==> src/rtl/comma_insertion_pkg.sv <==
// rtl/comma_insertion_pkg.sv - shared PHY symbols and comma-insertion FSM state type
package comma_insertion_pkg;

    localparam logic [7:0] K28_5      = 8'hBC;
    localparam logic [7:0] FILLER_SYM = 8'h00;

    typedef enum logic {
        ST_BURST = 1'b0,
        ST_DATA  = 1'b1
    } state_t;

endpackage

==> src/rtl/comma_insertion.sv <==
// rtl/comma_insertion.sv - inserts K28.5 alignment bursts into the MAC symbol stream
module comma_insertion
    import comma_insertion_pkg::*;
#(
    parameter int COMMA_COUNT      = 3,
    parameter int REALIGN_INTERVAL = 1024
) (
    input  logic       clk,
    input  logic       rst_n,
    input  logic [7:0] TxData_in,
    input  logic       TxDataK_in,
    input  logic       TxValid_in,
    input  logic       Align_req,
    output logic       TxReady,
    output logic [7:0] Data_out,
    output logic       DataK_out,
    output logic       Comma_active,
    output logic       Burst_done
);

    localparam logic [3:0]  LAST_COMMA = 4'(COMMA_COUNT - 1);
    localparam logic [15:0] EXPIRY     = 16'(REALIGN_INTERVAL - 1);
    localparam bit          PERIODIC   = (REALIGN_INTERVAL != 0);

    state_t      state;
    state_t      next_state;
    logic [3:0]  burst_cnt;
    logic [15:0] interval_cnt;
    logic        burst_start;
    logic        burst_last;

    // Align_req is only honoured in DATA, so a request during a burst is dropped.
    always_comb begin
        burst_start = 1'b0;
        if (state == ST_DATA) begin
            burst_start = Align_req || (PERIODIC && (interval_cnt == EXPIRY));
        end
    end

    assign burst_last = (state == ST_BURST) && (burst_cnt == LAST_COMMA);

    always_ff @(posedge clk or negedge rst_n) begin
        if (!rst_n) begin
            state <= ST_BURST;
        end else begin
            state <= next_state;
        end
    end

    always_comb begin
        next_state = state;
        case (state)
            ST_BURST: if (burst_last)  next_state = ST_DATA;
            ST_DATA:  if (burst_start) next_state = ST_BURST;
            default:                   next_state = ST_BURST;
        endcase
    end

    always_comb begin
        TxReady = (state == ST_DATA) && !burst_start;
    end

    // The burst-start cycle still emits filler; commas begin once in BURST.
    always_ff @(posedge clk or negedge rst_n) begin
        if (!rst_n) begin
            Data_out     <= FILLER_SYM;
            DataK_out    <= 1'b0;
            Comma_active <= 1'b0;
            Burst_done   <= 1'b0;
            burst_cnt    <= 4'd0;
            interval_cnt <= 16'd0;
        end else if (state == ST_BURST) begin
            Data_out     <= K28_5;
            DataK_out    <= 1'b1;
            Comma_active <= 1'b1;
            Burst_done   <= burst_last;
            if (burst_last) begin
                burst_cnt    <= 4'd0;
                interval_cnt <= 16'd0;
            end else begin
                burst_cnt <= burst_cnt + 4'd1;
            end
        end else begin
            Comma_active <= 1'b0;
            Burst_done   <= 1'b0;
            burst_cnt    <= 4'd0;
            if (TxValid_in && TxReady) begin
                Data_out  <= TxData_in;
                DataK_out <= TxDataK_in;
            end else begin
                Data_out  <= FILLER_SYM;
                DataK_out <= 1'b0;
            end
            if (interval_cnt != 16'hFFFF) begin
                interval_cnt <= interval_cnt + 16'd1;
            end
        end
    end

endmodule

==> config.mk <==
export PLATFORM = sky130hd
export DESIGN_NAME = comma_insertion
export DESIGN_NICKNAME = d
export VERILOG_FILES = /design/src/rtl/comma_insertion_pkg.sv /design/src/rtl/comma_insertion.sv
export SDC_FILE = /design/constraint.sdc
export NUM_CORES = 1
export LEC_CHECK = 0
export ABC_AREA = 1
export ABC_CLOCK_PERIOD_IN_PS = 2130
export CAP_MARGIN = 30
export CELL_PAD_IN_SITES_DETAIL_PLACEMENT = 1
export CELL_PAD_IN_SITES_GLOBAL_PLACEMENT = 1
export CORE_UTILIZATION = 39
export CTS_CLUSTER_DIAMETER = 40
export DETAILED_ROUTE_END_ITERATION = 7
export HOLD_SLACK_MARGIN = 0.06
export PLACE_DENSITY = 0.81
export RECOVER_POWER = 25
export SYNTH_ARGS = -nofsm -noshare
export SYNTH_HDL_FRONTEND = slang
export SYNTH_SLANG_ARGS = --single-unit
==> constraint.sdc <==
create_clock -name clk -period 2.13 [get_ports clk]
set_clock_uncertainty 0.1 [all_clocks]
set_input_delay 0.426 -clock clk [delete_from_list [all_inputs] [get_ports clk]]
set_output_delay 0.426 -clock clk [all_outputs]
set_load 0.02 [all_outputs]
---- Yosys cells after proc, flatten, opt, wreduce, memory -nomap -nowiden ----
Index checks and enable logic that the tools add are counted.
word-level totals
  register bits after elaboration ......... 32
  latch bits .............................. 0
  bits in writable memories ............... 0
  ROM bits ................................ 0
  output and inout port bits .............. 12
  word-level logic and storage cells ...... 36
  memories kept ........................... 0
cells by class
  add/subtract/negate cells ............... 2
  multipliers ............................. 0
  div/mod/pow operators ................... 0
  order comparisons ....................... 0
  eq/ne operators ......................... 4
  shift-type cells ........................ 0
  multiplexer cells ....................... 15
  bitwise gates (word level) .............. 1
  reductions and logical operators ........ 7
operator list
  operator                                                                  count
  16-bit two-way mux                                                        3
  16-bit by 1-bit adder with 16-bit output (second input constant)          1
  16-bit by 10-bit equality test with 1-bit output (second input constant)  1
  8-bit two-way mux                                                         2
  16-bit != test (second input constant)                                    1
  4-bit two-way mux                                                         2
  1-bit two-way mux                                                         7
  4-bit by 1-bit adder with 4-bit output (second input constant)            1
  4-bit by 2-bit equality test with 1-bit output (second input constant)    1
  1-bit logical AND                                                         3
  2-bit by 1-bit != test with 1-bit output (second input constant)          1
  1-bit one-hot mux with 2 select lines                                     1
  2-bit AND reduction                                                       1
  2-bit nonzero test                                                        1
  1-bit zero test                                                           1
  1-bit logical OR                                                          1
  1-bit NOT                                                                 1

---- Logic depth before layout (Yosys ltp) ----
  word-level depth ........................ 8
  gate-level depth with buffers ........... 9

---- Worst setup path after synthesis ----
OpenSTA, ideal clock, no wires.
  path type ............................... flip-flop to output port
  start ................................... register interval_cnt[0]
  end ..................................... output TxReady
  arrival ................................. 1.322 ns
  path slack .............................. 0.282 ns
  cell stages (with the launch flop) ...... 7
  path buffers ............................ 0
  path through ............................ dfrtp_1 -> ha_1 -> nand3_2 -> nor2_1 -> nand2_1 -> nand2_1 -> inv_1
on the way
  longest elaborated chain between the ends .. 5
ends and longest elaborated chain
  item                                              line                   source
  from (decl)                                       comma_insertion.sv:28  logic [15:0] interval_cnt;
  from (signal assigned)                            comma_insertion.sv:95  interval_cnt <= interval_cnt + 16'd1;
  16-bit by 10-bit equality test with 1-bit output  comma_insertion.sv:36  burst_start = Align_req || (PERIODIC && (interval_cnt == EXPIRY));
  1-bit logical OR                                  comma_insertion.sv:36
  1-bit two-way mux                                 comma_insertion.sv:35  if (state == ST_DATA) begin
  1-bit zero test                                   comma_insertion.sv:60  TxReady = (state == ST_DATA) && !burst_start;
  1-bit logical AND                                 comma_insertion.sv:60
  to (decl)                                         comma_insertion.sv:14  output logic TxReady,
No other way between the ends.

---- Worst setup path in the final report ----
Ends and elaborated chain as after synthesis.

==> run summary <==
Post-synth EDFFs - 0
WP data arrival - 1420 ps
Number of distinct library cells after synthesis - 23
Worst slew pin tran - 800 ps
Gpl congestion - 0.848
Fin. max-slew vios - 0
Htree depth - 2
Clk Latency, worst-skew pair - 280 ps
Avg Inst Size Synth - 7.64 um2
Crit-path max cell delay - 350 ps
Clock Path Buffers - 2
Slew margin rel. - 46.7%
Total of max-cap violations - 0
Vias in the first global route - 1679
Setup Crit Path Kind - flip-flop to output port
Crit end category - output port
Grt total ovfl - 0
Largest net degree at the start of global routing - 33
CTS sink cnt - 32
Fin crit period - 1950 ps
Yosys warns - 0
Sw Share - 36.4%
PD cells - 868 nW/um2
Placed Cells - 315
WL/cell - 14.4 um
Hold Violations, Final - 0
Share of the synthesized area in the top cell type - 47.6%
Worst IR Drop VDD - 0.000373 V
RSZ-0062 raised after global routing - no
Largest cells by area after synthesis - dfrtp_1 (48%), nand2_1 (15%), nand3_1 (6.3%), inv_1 (5.8%), nor2_1 (5.8%)
Initial antenna violation count - 0
CP startpoint kind - flip-flop
Post-Syn Instances - 220
CP max FO - 2
Clock power share - 22.8%
TritonRoute pass-1 iters - 4
Post-Layout Cell Count - 322
Vias after detailed routing - 1605
Iter 0 DRT Violations - 57
Fmax - 513 MHz
Share of the yosys chip area belonging to registers - 47.6%
Leak - 1.08 nW
CP top delay family - simple AND/OR/NAND/NOR gates
Dominant cell type by area after synthesis - dfrtp_1
Cell-internal power - 0.00122 W
Syn nets - 236
Outcome - finished clean
Clk pin slew, worst setup/hold paths - 60 ps
Die area - 4580 um2
Tcrit/Tclk final - 91.5%
Layout Nets - 288
CTS tree - done
Count leader, synth - nand2_1
Core Region - 4060 um2
Post-CTS Setup Bufs - 0
Post-DP HPWL - 3520 um
Total GRT Usage - 23.8%
Die Span Y - 67.7 um
Die W - 67.7 um
CP bufs+invs - 2
Worst path slowest cell - dfrtp_1
Post-synth ARST share - 100%
Initial Utilization - 41.4%
Synthesized cell area - 1680 um2
HP Class - flip-flop to flip-flop
Root buffer cell - clkbuf_8
Setup-violating endpoint count in the final report - 0
First-pass GRT wire length - 7820 um
CP required - 1600 ps
Via/cell ratio - 4.98
Util after Layout - 54.6%
Area growth syn-to-layout - 31.8%
Cells along the critical path - ha_2 > nand3_2 > nor2_2 > nand2_1 > nand2_1 > inv_1 > clkbuf_2
TritonCTS Buffers - 5
Ys flop type - dfrtp_1
Flop and latch count out of synthesis - 32
List of most frequent post-synthesis cells - nand2_1 (67), dfrtp_1 (32), inv_1 (26), nor2_1 (26), nand3_1 (21)
Remaining DRCs - 0
Row Count - 23
Final ANT Viol Nets - 0
Pwr Total - 0.00192 W
Psw - 0.000701 W
Cell mode on critical path - nand2_1
Total Routed Length - 4630 um
Ant diodes - 0
Proportion of layout cells with a drive suffix above 1 - 16.2%
Gate power share - 36.1%
Sequential share of power - 41.1%
I/O Pins - 25
Buffers on Ports - 24
WHS - 424 ps
cell type report:
cell class                      instances  area, um2
Clock inverter                          1       5.00
Sequential cell                        32        801
Timing Repair Buffer                   48        409
Multi-Input combinational cell        158        766
Inverter                               27        101
Clock buffer                            6       72.6
Fill cell                             511       1840
Tap cell                               50       62.6
cells by family (layout without fill, tap and decap cells):
family	after synthesis	after routing	share of synthesized area (%)
buf+inv	30	82	7.14
flops	32	32	47.6
xor+xnor	3	3	1.56
compound gates	14	14	5.13
fa+ha+maj	3	3	2.23
simple gates	138	138	36.3
what timing repair did:
| action | 4_1_cts | 5_1_grt |
|---|---|---|
| gates resized for setup | 2 | 3 |
| endpoints found under the setup margin | 1 | 1 |
| hold buffers | 0 | 0 |
power groups by stage:
stage               logic (W)  clock network, W  registers (W)
finish               0.000694          0.000439       0.000791
global route         0.000777          0.000470       0.000806
CTS                  0.000709          0.000450       0.000795
detailed placement   0.000708                 0       0.000807
global placement     0.000693                 0       0.000794
floorplan            0.000319                 0       0.000875
worst paths after layout:
kind                                  from          endpoint  slack, ps  depth (start not counted)
setup / recovery           interval_cnt[0]           TxReady        180                          7
hold / removal                burst_cnt[0]      burst_cnt[0]        420                          1
setup reg to reg                     state  interval_cnt[11]        250                          9
hold reg to reg               burst_cnt[0]      burst_cnt[0]        420                          1
max in group asynchronous            rst_n  interval_cnt[15]        770                          2
min in group asynchronous            rst_n   interval_cnt[6]        660                          2
cell usage in the layout, fill, tap and decap left out, types with 2 or more instances in the layout:
cell type	count
buf_4	22
clkdlybuf4s50_1	22
clkbuf_2	2
ha_1	2
nor2_1	25
nand2_1	67
clkbuf_1	2
nand3_1	21
nor2_2	4
dfrtp_1	32
nand2_2	2
inv_1	26
xnor2_1	2
clkbuf_8	5
o21ai_1	2
nand4_1	12
nand3_2	2
or2_2	4
o21ai_0	8
per-stage QoR:
stage | setup slack, ps | setup TNS (ps) | instance area [um2]
after floorplan | 282 | 0 | 1680
after global placement | -70.3 | -70.3 | 2150
after detailed placement | -112 | -112 | 2150
after CTS | 0.239 | 0 | 2220
after global routing | 72.2 | 0 | 2220
final | 182 | 0 | 2220
per-layer routing:
layer  part of all wire, %  routed length [um]  global-route usage [%]
met1                    46                2130                    29.8
met2                    49                2270                    39.4
met3                   3.1                 144                    4.73
met4                   1.9                  87                    10.4
met5                     0                   0                       0
state kept, by name, indices dropped and copies added, names as in the netlist:
register,count
interval_cnt,16
Data_out,8
burst_cnt,4
Burst_done,1
Comma_active,1
DataK_out,1
state,1
Note: power is estimated with default switching activity, not from simulation.
